**config.mk**
```make
export PLATFORM = sky130hd
export DESIGN_NAME = ioctl_upload_server
export DESIGN_NICKNAME = d
export VERILOG_FILES = /design/src/rtl/ioctl_upload_server.sv
export SDC_FILE = /design/constraint.sdc
export NUM_CORES = 1
export LEC_CHECK = 0
export BUFFER_PORTS_ARGS = -buffer_cell sky130_fd_sc_hd__buf_2
export CAP_MARGIN = 5
export CORE_UTILIZATION = 35
export DETAILED_ROUTE_END_ITERATION = 10
export HOLD_SLACK_MARGIN = 0.08
export SLEW_MARGIN = 10
export SYNTH_ARGS = -nofsm -noshare
export SYNTH_HDL_FRONTEND = slang
export SYNTH_SLANG_ARGS = --single-unit
```
**constraint.sdc**
```tcl
create_clock -name clk_sys -period 4 [get_ports clk_sys]
set_clock_uncertainty 0.1 [all_clocks]
set_input_delay 0 -clock clk_sys [delete_from_list [all_inputs] [get_ports clk_sys]]
set_output_delay 0 -clock clk_sys [all_outputs]
set_load 0.01 [all_outputs]
```
**src/rtl/ioctl_upload_server.sv**
```systemverilog
// ioctl_upload_server: serves HPS ioctl upload reads for one ioctl_index by
// fetching bytes from a core-side byte RAM through an arbitrated read port.
// Each requested byte is returned on ioctl_din; ioctl_wait stalls the HPS
// until it is valid. Addresses at or beyond LEN read back as 8'hFF.
//
// Optional build macro UPLOAD_CHECKSUM_EN: when defined, the bytes served in
// a session are summed modulo 256. A read of address LEN then returns the
// two's complement of that sum in one cycle, without touching the RAM.
module ioctl_upload_server #(
  parameter logic [7:0] INDEX  = 8'd4,
  parameter int         ADDR_W = 10,
  parameter int         LEN    = 1024,
  parameter int         RD_LAT = 2
) (
  input  logic              clk_sys,
  input  logic              RESET_n,
  input  logic              ioctl_upload,
  input  logic [7:0]        ioctl_index,
  input  logic              ioctl_rd,
  input  logic [24:0]       ioctl_addr,
  output logic [7:0]        ioctl_din,
  output logic              ioctl_wait,
  output logic [ADDR_W-1:0] mem_addr,
  output logic              mem_rd,
  input  logic              mem_grant,
  input  logic [7:0]        mem_q,
  output logic              busy,
  output logic              done
);

  typedef enum logic [1:0] {
    IDLE = 2'd0,
    REQ  = 2'd1,
    LAT  = 2'd2,
    CAP  = 2'd3
  } state_t;

  // Full 25-bit compare: upper address bits never alias into the buffer.
  localparam logic [24:0] LEN_ADDR = 25'(LEN);
  // The grant cycle itself counts as one latency cycle.
  localparam logic [2:0]  LAT_LOAD = 3'(RD_LAT - 1);

  state_t            state_reg, state_next;
  logic [2:0]        lat_cnt_reg, lat_cnt_next;
  logic [ADDR_W-1:0] mem_addr_reg, mem_addr_next;
  logic              mem_rd_reg, mem_rd_next;
  logic              wait_reg, wait_next;
  logic [7:0]        din_reg, din_next;
  logic              served_reg, served_next;
  logic              done_reg, done_next;
  logic              active_prev_reg;

  logic session_active;
  logic session_start;
  logic session_end;

`ifdef UPLOAD_CHECKSUM_EN
  logic [7:0] csum_reg, csum_next;
  logic [7:0] csum_base;
`endif

  assign session_active = ioctl_upload && (ioctl_index == INDEX);
  assign session_start  = session_active && !active_prev_reg;
  assign session_end    = !session_active && active_prev_reg;

`ifdef UPLOAD_CHECKSUM_EN
  // A new session starts its sum from zero, even if a byte is checked the same cycle.
  assign csum_base = session_start ? 8'd0 : csum_reg;
`endif

  // State register and all registered outputs; reset clears everything at once.
  always_ff @(posedge clk_sys or negedge RESET_n) begin
    if (!RESET_n) begin
      state_reg       <= IDLE;
      lat_cnt_reg     <= 3'd0;
      mem_addr_reg    <= '0;
      mem_rd_reg      <= 1'b0;
      wait_reg        <= 1'b0;
      din_reg         <= 8'd0;
      served_reg      <= 1'b0;
      done_reg        <= 1'b0;
      active_prev_reg <= 1'b0;
`ifdef UPLOAD_CHECKSUM_EN
      csum_reg        <= 8'd0;
`endif
    end else begin
      state_reg       <= state_next;
      lat_cnt_reg     <= lat_cnt_next;
      mem_addr_reg    <= mem_addr_next;
      mem_rd_reg      <= mem_rd_next;
      wait_reg        <= wait_next;
      din_reg         <= din_next;
      served_reg      <= served_next;
      done_reg        <= done_next;
      active_prev_reg <= session_active;
`ifdef UPLOAD_CHECKSUM_EN
      csum_reg        <= csum_next;
`endif
    end
  end

  // Next-state and next-output logic; a lost session overrides every state.
  always_comb begin
    state_next    = state_reg;
    lat_cnt_next  = lat_cnt_reg;
    mem_addr_next = mem_addr_reg;
    mem_rd_next   = mem_rd_reg;
    wait_next     = wait_reg;
    din_next      = din_reg;
    served_next   = served_reg;
    done_next     = 1'b0;
`ifdef UPLOAD_CHECKSUM_EN
    csum_next     = csum_reg;
`endif

    if (!session_active) begin
      // Abort: drop any pending request, release the HPS, keep the last byte.
      state_next  = IDLE;
      mem_rd_next = 1'b0;
      wait_next   = 1'b0;
      if (session_end) begin
        done_next   = served_reg;
        served_next = 1'b0;
      end
    end else begin
      if (session_start) begin
        served_next = 1'b0;
`ifdef UPLOAD_CHECKSUM_EN
        csum_next   = 8'd0;
`endif
      end

      case (state_reg)
        IDLE: begin
          if (ioctl_rd) begin
            if (ioctl_addr < LEN_ADDR) begin
              mem_addr_next = ioctl_addr[ADDR_W-1:0];
              mem_rd_next   = 1'b1;
              wait_next     = 1'b1;
              state_next    = REQ;
            end
`ifdef UPLOAD_CHECKSUM_EN
            else if (ioctl_addr == LEN_ADDR) begin
              din_next = ~csum_base + 8'd1;
            end
`endif
            else begin
              din_next = 8'hFF;
            end
          end
        end

        REQ: begin
          if (mem_grant) begin
            mem_rd_next  = 1'b0;
            lat_cnt_next = LAT_LOAD;
            state_next   = LAT;
          end
        end

        LAT: begin
          if (lat_cnt_reg == 3'd0) begin
            state_next = CAP;
          end else begin
            lat_cnt_next = lat_cnt_reg - 3'd1;
          end
        end

        CAP: begin
          din_next    = mem_q;
          wait_next   = 1'b0;
          served_next = 1'b1;
`ifdef UPLOAD_CHECKSUM_EN
          csum_next   = csum_base + mem_q;
`endif
          state_next  = IDLE;
        end

        default: begin
          state_next = IDLE;
        end
      endcase
    end
  end

  assign ioctl_din  = din_reg;
  assign ioctl_wait = wait_reg;
  assign mem_addr   = mem_addr_reg;
  assign mem_rd     = mem_rd_reg;
  assign busy       = (state_reg != IDLE);
  assign done       = done_reg;

endmodule

```
==> metrics.md <==
| Metric | Value |
|---|---|
| Routed wire length | `3210 um` |
| Die H | `66.2 um` |
| Pin count of the biggest net entering global routing | `29` |
| Syn Area/Cell | `13.1 um2` |
| Critical Path Source Type | `flop` |
| Worst-Margin Slew | `0.589 ns` |
| H-Tree Depth | `1` |
| Cell Int Power | `412 uW` |
| Bufs and invs on worst path | `1` |
| Fmax | `483 MHz` |
| Largest delay contributor family on the critical path | `compound AO/OA/AOI/OAI gates` |
| IO buf count | `67` |
| Slew Limit Fails | `0` |
| Syn Nets | `162` |
| Synth warnings | `0` |
| Setup CP Type | `reg2reg` |
| Fraction of the mapped netlist area in adder cells | `5.20%` |
| Max_slew headroom | `60.7%` |
| Drc violations | `0` |
| Antenna violations before repair | `0` |
| DR vias/cell | `4.87` |
| Clk sinks | `28` |
| Synth cell types | `36` |
| Vias in the first global route | `1299` |
| DR top layer | `met4` |
| Initial DRC count | `34` |
| Synthesized flop and latch total | `28` |
| Register area share after synthesis | `48.5%` |
| First-pass GRT wire length | `5440 um` |
| DPL Wire Length | `2410 um` |
| Post-route setup TNS | `0 ns` |
| Slowest-stage cell, CP | `dfrtp_1` |
| Fraction of layout cells with a size suffix above 1 | `44.8%` |
| WL met2 | `1760 um` |
| Final setup viols | `0` |
| Max reg flops | `10` |
| Primary FF master, synth | `dfrtp_1` |
| # IOs | `68` |
| Starting Density | `38.0%` |
| Ys async rst share | `100%` |
| CTS tree | `yes` |
| CP cell instances | `inv_1, ha_1, nor4b_1, a41oi_1, nand3_1, o22a_1` |
| Post-synthesis xor/xnor area fraction | `0.607%` |
| Clk Latency, worst-skew pair | `0.26 ns` |
| CTS resizes | `0` |
| RSZ-0062 raised after global routing | `false` |
| Cells after synthesis | `110` |
| PnR Total Power | `513 uW` |
| Main combinational cell family by area after synthesis | `simple AND/OR/NAND/NOR gates` |
| Grt ovf | `0` |
| # diodes | `0` |
| Post-CTS Setup Bufs | `0` |
| NetSw | `101 uW` |
| Area of the core | `3800 um2` |
| Clk pwr share | `31.4%` |
| Hold buffer count at cts | `23` |
| Hold Violations, Final | `0` |
| Clk root buf | `clkbuf_8` |
| Metal1 wirelength | `1250 um` |
| Compound-Gate Fraction of Synth Area | `12.9%` |
| Area Growth Syn to Fin | `46.6%` |
| Hold slack final | `0.124 ns` |
| Sequential power share | `56.3%` |
| Switching Share | `19.7%` |
| VDD IR-drop max | `0.228 mV` |
| Tcrit/Tclk final | `51.8%` |
| Status | `complete, no violations` |
| Horiz. Die Dim | `66.2 um` |
| Avg WL per Cell | `12.8 um` |
| Clock Pin Slew Worst Setup and Hold Paths | `0.08 ns` |
| P_leak | `1.10 nW` |
| Crit-path max cell delay | `0.41 ns` |
| Combinational Power Share | `12.3%` |
| CP max FO | `10` |
| CP required | `4.05 ns` |
| Post-Synth Simple-Gate Area | `18.5%` |
| Post-synth EDFFs | `0` |
| Die area | `4390 um2` |
| Clock tree buffer depth | `2` |
| CTS buffer count | `3` |
| Nets@finish | `256` |
| Fin util | `55.7%` |
| Pwr Density | `242 nW/um2` |
| Total GRT Usage | `16.2%` |
| Placed Cells | `224` |
| First-pass DRT Iterations | `4` |
| Final min period | `2.07 ns` |
| Met3 WL | `134 um` |
| Synth Cell Area | `1440 um2` |
| Tightest Hold Check Type | `in2reg` |
| Row Count | `22` |
| Vias | `1222` |
| Max-cap viol count | `0` |
| Post-synthesis mux area share | `11.9%` |
| Post-Layout Cell Count | `251` |
| Crit path DAT | `2.12 ns` |
| Worst setup EP type | `flop` |
| RePlAce Congestion | `0.795` |
| DRT antenna net count | `0` |
[cells by family after synthesis]
kind of cell | after synthesis
multiplexers | 12
buffers and inverters | 8
AO/OA/AOI/OAI | 22
AND/OR/NAND/NOR | 33
XOR/XNOR | 1
flip-flops | 28
adder cells (fa/ha/maj) | 6
[final timing paths]
check	depth (start not counted)	start	end	slack, ns
min	4	ioctl_index[6]	done	0.12
min in group asynchronous	2	RESET_n	mem_rd	0.18
min reg2reg	1	ioctl_din[0]	ioctl_din[0]	0.39
max	6	state_reg[0]	ioctl_din[5]	1.93
max in group asynchronous	2	RESET_n	lat_cnt_reg[2]	3.23
max reg2reg	6	state_reg[0]	ioctl_din[5]	1.93
[cells in the mapped netlist (all sizes together), types with 2 or more instances]
| cell | instances | area [um2] |
|---|---|---|
| nand2b | 3 | 18.8 |
| nand3 | 3 | 27.5 |
| a31oi | 2 | 12.5 |
| nor4b | 2 | 17.5 |
| nor2b | 5 | 31.3 |
| a21oi | 2 | 10.0 |
| ha | 6 | 75.1 |
| nand3b | 4 | 30.0 |
| nand2 | 4 | 15.0 |
| inv | 6 | 22.5 |
| mux2 | 11 | 161 |
| dfrtp | 28 | 701 |
| o22a | 8 | 70.1 |
| nor2 | 2 | 7.51 |
| nor3 | 4 | 25.0 |
| nor4 | 3 | 63.8 |
[area by class of cell]
type                    instances  area, um2
repair buffers                 90        566
clock buffers                   4       55.1
inverters                       7       27.5
flip-flops and latches         28        701
well taps                      48       60.1
fillers                       338       1680
multi-input cells              74        708
[layout by cell type, fill, tap and decap left out, types with 3 or more instances in the layout]
master         count
dfrtp_1           28
clkbuf_8           4
buf_2             67
nand2_1            4
nor4_4             3
nand2b_1           3
mux2_4            10
o22a_1             8
inv_1              6
dlygate4sd3_1     23
nand3b_1           4
ha_1               6
nor3_1             3
nor2b_1            5
[power groups by stage]
stage	Combinational, mW	Sequential (mW)	Clock (mW)
4_1_cts	0.0638	0.289	0.170
6_report	0.0633	0.289	0.161
3_3_place_gp	0.0463	0.294	0
2_1_floorplan	0.00889	0.296	0
5_1_grt	0.0692	0.289	0.184
3_5_place_dp	0.0480	0.294	0
[layer usage]
| layer | GRT usage (%) | up-vias |
|---|---|---|
| met2 | 30.6 | 37 |
| met1 | 16.8 | 584 |
| li1 | - | 593 |
| met3 | 3.97 | 8 |
| met4 | 6.65 | 0 |
| met5 | 0 | - |
[per-stage QoR]
stage                     instance area [um2]  setup WS [ns]
after floorplan                          1440           2.19
after global placement                   1830           2.00
after detailed placement                 1830           1.93
after CTS                                2120           1.91
after global routing                     2120           1.72
final                                    2120           1.93
[tightest hold or removal path, cell delays in order]
cell and delay, ns:
buf_2 0.07, nor2b_1 0.04, nand4_2 0.17, and3_1 0.17
(Power assumes the default switching activity.)
